--- config.mk ---
export PLATFORM = sky130hd
export DESIGN_NAME = pid_pwm_out
export DESIGN_NICKNAME = d
export VERILOG_FILES = /design/src/rtl/pid_pwm_out.sv
export SDC_FILE = /design/constraint.sdc
export NUM_CORES = 1
export LEC_CHECK = 0
export BUFFER_PORTS_ARGS = -buffer_cell sky130_fd_sc_hd__buf_4
export CAP_MARGIN = 40
export CORE_AREA = 4 4 93 95
export CTS_CLUSTER_DIAMETER = 60
export DETAILED_ROUTE_END_ITERATION = 6
export DIE_AREA = 0 0 97 99
export MAX_ROUTING_LAYER = met4
export PLACE_DENSITY_LB_ADDON = 0.08
export RECOVER_POWER = 50
export SLEW_MARGIN = 20
export SYNTH_ARGS = -nofsm -noshare
export SYNTH_HDL_FRONTEND = slang
export SYNTH_SLANG_ARGS = --single-unit
--- constraint.sdc ---
create_clock -name clk_pid -period 2.6 [get_ports clk_pid]
set_input_delay 0.65 -clock clk_pid [delete_from_list [all_inputs] [get_ports clk_pid]]
set_output_delay 0.65 -clock clk_pid [all_outputs]
set_load 0.02 [all_outputs]
--- src/rtl/pid_pwm_out.sv ---
// pid_pwm_out - output stage of the time-multiplexed PID controller.
//
// Takes the signed motor power word m_k. The word arrives one channel at a
// time under the address a. This block drives one sign/magnitude PWM plus
// direction pair per H-bridge. A new value is captured on the rising edge of
// ce. It becomes active only at the next PWM period wrap, so the duty never
// changes in the middle of a period. A direction reversal first holds the
// bridge off for dt clocks of dead time.
//
// Ports:
//   clk_pid  in   1   clock shared with the PID stage
//   reset_n  in   1   asynchronous active-low reset
//   ce       in   1   PID data-available strobe; only its rising edge matters
//   a        in   aw  channel address of m_k
//   m_k      in   ow  signed motor power (two's complement)
//   pwm_out  out  an  per-channel PWM (magnitude)
//   dir_out  out  an  per-channel direction, 1 = negative m_k
//   sync     out  1   one-cycle pulse on the last count of every PWM period
//
// Optional build macro: PID_PWM_WATCHDOG_EN.
//   Defined: a channel that receives no new capture for wd PWM periods has its
//   magnitude forced to 0 at the following wrap.
//   Undefined: the last captured value is driven indefinitely.

module pid_pwm_out #(
    parameter int aw = 1,
    parameter int an = 2**aw,
    parameter int ow = 12,
    parameter int dt = 8,
    parameter int wd = 4
) (
    input  logic          clk_pid,
    input  logic          reset_n,
    input  logic          ce,
    input  logic [aw-1:0] a,
    input  logic [ow-1:0] m_k,
    output logic [an-1:0] pwm_out,
    output logic [an-1:0] dir_out,
    output logic          sync
);
    localparam int mw = ow - 1;
    localparam logic [mw-1:0] MAX     = {mw{1'b1}};
    localparam logic [mw-1:0] LAST    = MAX - 1'b1;
    localparam logic [mw-1:0] DT_LOAD = mw'(dt - 1);

    if (dt < 1 || dt > 2**mw - 2) begin : g_dt_range
        $error("pid_pwm_out: dt out of range");
    end
    if (wd < 1) begin : g_wd_range
        $error("pid_pwm_out: wd must be at least 1");
    end

    typedef enum logic {RUN = 1'b0, DEAD = 1'b1} state_t;

    // Shared PWM counter and capture strobe
    logic [mw-1:0] cnt_q, cnt_d;
    logic          ce_q;
    logic          wrap;
    logic          cap;

    assign wrap  = (cnt_q == LAST);
    assign cnt_d = wrap ? '0 : cnt_q + 1'b1;
    assign cap   = ce & ~ce_q;
    assign sync  = wrap;

    always_ff @(posedge clk_pid or negedge reset_n) begin
        if (!reset_n) begin
            cnt_q <= '0;
            ce_q  <= 1'b0;
        end else begin
            cnt_q <= cnt_d;
            ce_q  <= ce;
        end
    end

    // Sign/magnitude conversion of the incoming word. The most negative value
    // has no positive counterpart, so it saturates to full scale.
    logic [ow-1:0] neg_mk;
    logic [mw-1:0] in_mag;
    logic          in_sign;

    always_comb begin
        neg_mk  = -m_k;
        in_sign = m_k[ow-1];
        if (!in_sign) begin
            in_mag = m_k[mw-1:0];
        end else if (m_k[mw-1:0] == '0) begin
            in_mag = MAX;
        end else begin
            in_mag = neg_mk[mw-1:0];
        end
    end

    for (genvar gi = 0; gi < an; gi++) begin : g_ch
        logic [mw-1:0] pend_mag_q, pend_mag_d;
        logic          pend_sign_q, pend_sign_d;
        logic [mw-1:0] act_mag_q, act_mag_d;
        logic          act_sign_q, act_sign_d;
        logic [mw-1:0] dcnt_q, dcnt_d;
        logic          dir_q, dir_d;
        logic          pwm_q, pwm_d;
        state_t        state_q, state_d;
        logic          sel;
        logic [mw-1:0] load_mag;
        logic          load_sign;

        assign sel = cap && (a == aw'(gi));

`ifdef PID_PWM_WATCHDOG_EN
        localparam int WCW = $clog2(wd + 1);
        logic [WCW-1:0] wdc_q, wdc_d;
        logic           starve;

        // Counts wraps since the last capture and saturates at wd.
        assign starve = (wdc_q == WCW'(wd));

        always_comb begin
            wdc_d = wdc_q;
            if (sel) begin
                wdc_d = '0;
            end else if (wrap && !starve) begin
                wdc_d = wdc_q + 1'b1;
            end
        end
`endif

        always_comb begin
            pend_mag_d  = pend_mag_q;
            pend_sign_d = pend_sign_q;
            act_mag_d   = act_mag_q;
            act_sign_d  = act_sign_q;
            state_d     = state_q;
            dcnt_d      = dcnt_q;
            dir_d       = dir_q;
            load_mag    = pend_mag_q;
            load_sign   = pend_sign_q;

`ifdef PID_PWM_WATCHDOG_EN
            if (wrap && starve) begin
                load_mag   = '0;
                pend_mag_d = '0;
            end
`endif
            // A capture on the wrap cycle lands in pending only. Active still
            // takes the old pending value, so the new word waits a full period.
            if (sel) begin
                pend_mag_d  = in_mag;
                pend_sign_d = in_sign;
            end
            if (wrap) begin
                act_mag_d  = load_mag;
                act_sign_d = load_sign;
            end

            case (state_q)
                RUN: begin
                    // A zero magnitude never reverses the bridge.
                    if (wrap && (load_mag != '0) && (load_sign != dir_q)) begin
                        state_d = DEAD;
                        dcnt_d  = DT_LOAD;
                    end
                end
                DEAD: begin
                    if (dcnt_q == '0) begin
                        state_d = RUN;
                        dir_d   = act_sign_q;
                    end else begin
                        dcnt_d = dcnt_q - 1'b1;
                    end
                end
                default: state_d = RUN;
            endcase

            // The next state gates the PWM. pwm_out is therefore already low
            // on the cycle after the wrap that starts the dead time.
            pwm_d = (state_d == RUN) && (cnt_q < act_mag_q);
        end

        always_ff @(posedge clk_pid or negedge reset_n) begin
            if (!reset_n) begin
                pend_mag_q  <= '0;
                pend_sign_q <= 1'b0;
                act_mag_q   <= '0;
                act_sign_q  <= 1'b0;
                state_q     <= RUN;
                dcnt_q      <= '0;
                dir_q       <= 1'b0;
                pwm_q       <= 1'b0;
`ifdef PID_PWM_WATCHDOG_EN
                wdc_q       <= '0;
`endif
            end else begin
                pend_mag_q  <= pend_mag_d;
                pend_sign_q <= pend_sign_d;
                act_mag_q   <= act_mag_d;
                act_sign_q  <= act_sign_d;
                state_q     <= state_d;
                dcnt_q      <= dcnt_d;
                dir_q       <= dir_d;
                pwm_q       <= pwm_d;
`ifdef PID_PWM_WATCHDOG_EN
                wdc_q       <= wdc_d;
`endif
            end
        end

        assign pwm_out[gi] = pwm_q;
        assign dir_out[gi] = dir_q;
    end

endmodule

# --- Word level (Yosys, flattened, before mapping) ---
# Cells that the tools add are included.
word_totals:
  reg_bits: 88
  inputBits: 16
  out_inout_bits: 5
  elab_cells: 70
classes:
  addsub: 4
  magnitude_cmp: 2
  n_eq_ne: 7
  n_mux: 15
  bitwise: 7
  reduce_logical: 17
ops:
  columns: ["cell", "count"]
  rows:
  - ["2-to-1 mux 11 bit", 7]
  - ["case mux 11 bit (2 select lines)", 2]
  - ["logical NOT 11 bit", 3]
  - ["less-than comparator 11 bit", 2]
  - ["nonzero test 11 bit", 2]
  - ["subtractor 11 x 1 -> 11 bit, second input constant", 2]
  - ["adder 11 x 1 -> 11 bit, second input constant", 1]
  - ["== test 11 bit, second input constant", 1]
  - ["negation 11 bit", 1]
  - ["logical AND 1 bit", 8]
  - ["!= test 2 bit, second input constant", 4]
  - ["AND reduction 2 bit", 4]
  - ["NOT 1 bit", 6]
  - ["2-to-1 mux 1 bit", 4]
  - ["case mux 1 bit (2 select lines)", 2]
  - ["!= test 1 bit", 2]
  - ["AND 1 bit", 1]

# --- Depth between registers and ports, before layout ---
depth:
  ltp_word: 7
  depth_mapped: 8
  depth_no_buf: 7

# --- Least setup slack after synthesis ---
# No wires, ideal clock.
synth_timing:
  path_kind: "reg-to-output"
  startpoint: "register cnt_q[0]"
  endpoint: "output sync"
  t_arrival_ps: 1528
  required_ps: 1950
  path_slack_ps: 422
  path_stages_with_launch: 7
  path_buffers: 2
  path_cell_list: "dfrtp_1 inv_1 ha_1 nand2_1 nor3_2 buf_2 buf_1"
synth_between:
  elab_chain_cells: 1
synth_rtl:
  columns: ["item", "line_no", "source"]
  rows:
  - ["start, declared", "56", "logic [mw-1:0] cnt_q, cnt_d;"]
  - ["start signal, assigned", "71", "cnt_q <= cnt_d;"]
  - ["== test 11 bit", "61", "assign wrap = (cnt_q == LAST);"]
  - ["end, declared", "39", "output logic sync"]
# Every way passes these cells.

# --- Final worst setup path ---
# Same ends and word-level chain as after synthesis.

==> run metrics <==
Placed Area 4852 um2; Setup crit start cnt_q[0]; fraction of layout cells with a size suffix above 1 12.18%; chip height 99 um; post-synth top area share a little under half; Total Routed Length 9358 um; final antenna-violating net count 0; TritonCTS clock tree yes; via-per-instance ratio 5.728; design area between 5000 and 6000 um2; Netlist cell types 57; synthesized area 4606 um2; final net count 545; first-pass iteration count of the detailed router 4; number of global-route vias before repair 3520; H-Tree Depth 3; row cnt 32; CP Data Required Time 1950 ps; post-DP HPWL 6804 um; Reg-to-Reg Start cnt_q[0]; wire length per cell 15.32 um; final cell count without fillers around 600; FF-to-FF End g_ch[1].dcnt_q[0]; Peak VDD IR 0.3971 mV; final hold vios 0; MaxCap Viol Count 1; Yosys top cell by area dfrtp_1; Place WS 199.9 ps; failing checks max-capacitance violations, max-slew violations; post-synthesis sequential area ratio 47.81%; CTS clk-pin slew, worst paths 100 ps; Post-synth top cells dfrtp_1 (88), nand2_1 (72), o21ai_0 (52); post-CTS sizing 0; CP Capture Point sync; core area 7727 um2; f_max 425.7 MHz; total grt overflow 0; Final Skew 14.10 ps; max_slew headroom -26.14%; Crit path arrival time 1700 ps; pin count of the biggest net entering global routing 37; Die ar. 9603 um2; Post-Syn Nets 529; final slew viol count 35; Iter 0 DRT Violations 156; Reg2Reg Depth 8; setup bufs post-CTS 0; clock latency at the later pin of the worst-skew pair 360 ps; count leader, synth dfrtp_1; Synth Warn # 0; outcome finished, violations left; CTS Buf Count 9; CTS Hold Bufs 0; minimum clock period roughly 2300 ps; Synth Register Bits between 80 and 90; Avg Inst Size Synth between 9 and 10 um2; Initial Util 59.60%; GRT Util Overall 21.63%; Final Cycle Share 90.35%; crit path max fanout 7; kind of critical path reg2out; Root Buffer clkbuf_8; CTS max path bufs 2; crit end category primary output; Post-synth EDFFs 0; Power Density 526.4 nW/um2; slew at the pin closest to its max-slew limit 1892 ps; first-pass GRT wire length about 17000 um; I/O pin total 21; final setup violation count 0; leakage power approximately 2.4 nW; initial antenna violation count 0; clk sinks 88; setup ws final 250.8 ps; Hold WC Path Type in2reg; reg-to-reg setup timing slack 430 ps; Synth area leaders dfrtp_1 (48%), ha_1 (6.8%), nand2_1 (5.9%); Post-Route Setup TNS 0 ps; GPL Wtd Cong 0.8207; total power ~2.7 mW; Synth Flop Type dfrtp_1; placed instance count 595; Syn-to-layout area delta 9.508%; Startpoint Class register; # diodes 0; Mapped Cells 488; Die W 97 um; port buffer count 20; post-synthesis async set-or-reset flop share between 90% and 100%; drt drc 0; Via Count 3500; RSZ-0062 raised after global routing no
## layer usage
| metal | routed length, um | track usage (%) | share of wire, % | up-vias |
|---|---|---|---|---|
| met5 | 0 | - | 0 | - |
| met4 | 159 | 7.667 | 1.7 | 0 |
| met3 | 151 | 2.972 | 1.6 | 13 |
| met2 | 4700 | 35.93 | 50 | 33 |
| met1 | 4347 | 27.28 | 46 | 1698 |
| li1 | - | - | - | 1756 |
## sequential cells by signal (all words and copies together) (netlist names)
name,cells
ce_q,1
cnt_q,11
g_ch.load_sign,2
g_ch.state_q,2
g_ch.pwm_q,2
g_ch.load_mag,22
g_ch.act_mag_q,22
g_ch.dir_q,2
g_ch.dcnt_q,22
g_ch.act_sign_q,2
## cells in the final DEF, fill, tap and decap left out, types with 7 or more instances in the layout
cell / netlist / layout
o31ai_1: 7 / 7
xor2_1: 10 / 10
mux2_2: 10 / 10
nor2_1: 35 / 35
buf_4: 4 / 22
o21ai_0: 52 / 52
nor3_1: 10 / 10
nand2_1: 72 / 72
a21oi_1: 16 / 16
ha_1: 25 / 25
inv_1: 31 / 31
nand3_1: 12 / 12
clkbuf_8: 0 / 9
dfrtp_1: 88 / 88
nand4_1: 7 / 7
nor4_1: 10 / 10
## power by group
part | switching, mW | internal (mW)
Combinational | 0.106 | 0.0723
Sequential | 0.0682 | 1.43
Clock | 0.520 | 0.454
Total | 0.694 | 1.96
## cell type report
class / count / area [um2]
multi-input cells: 348 / 2198
inverters: 31 / 116.4
flip-flops and latches: 88 / 2202
clock buffers: 9 / 123.9
fillers: 646 / 2684
repair buffers: 26 / 196.4
clock inverters: 7 / 78.83
well taps: 102 / 127.6
## critical path: stages, from the launching register on
cell and delay (ps):
dfrtp_1 450, inv_1 100, ha_1 160, nand2_1 100, nor3_4 320, buf_4 220
## stage by stage
stage | hold WS (ps) | util [%]
after detailed placement | 494.1 | 62.79
after global placement | 483.2 | 62.79
after global routing | 408.9 | 65.27
after CTS | 236.7 | 65.41
final | 411.0 | 65.27
after floorplan | 354.4 | -
## worst min path at each step
stage                         start                    to  slack, ps  depth (start not counted)
2_1_floorplan               reset_n                  ce_q        350                          0
3_3_place_gp     g_ch[0].act_sign_q         g_ch[0].dir_q        480                          1
3_5_place_dp   g_ch[1].act_mag_q[0]  g_ch[1].act_mag_q[0]        490                          1
4_1_cts                     reset_n     g_ch[1].dcnt_q[7]        240                          1
5_1_grt                          ce                  ce_q        410                          1
6_report                         ce                  ce_q        410                          1
## cell families (layout without fill, tap and decap cells)
logic type               after synthesis  after routing  synth area share (%)
AND/OR/NAND/NOR                      181            181                 19.32
AO/OA/AOI/OAI                        113            113                 15.30
flip-flops                            88             88                 47.81
buffers and inverters                 52             73                 4.591
adder cells (fa/ha/maj)               25             25                 6.792
multiplexers                          15             15                 3.532
XOR/XNOR                              14             14                 2.662
(Power assumes the default switching activity.)
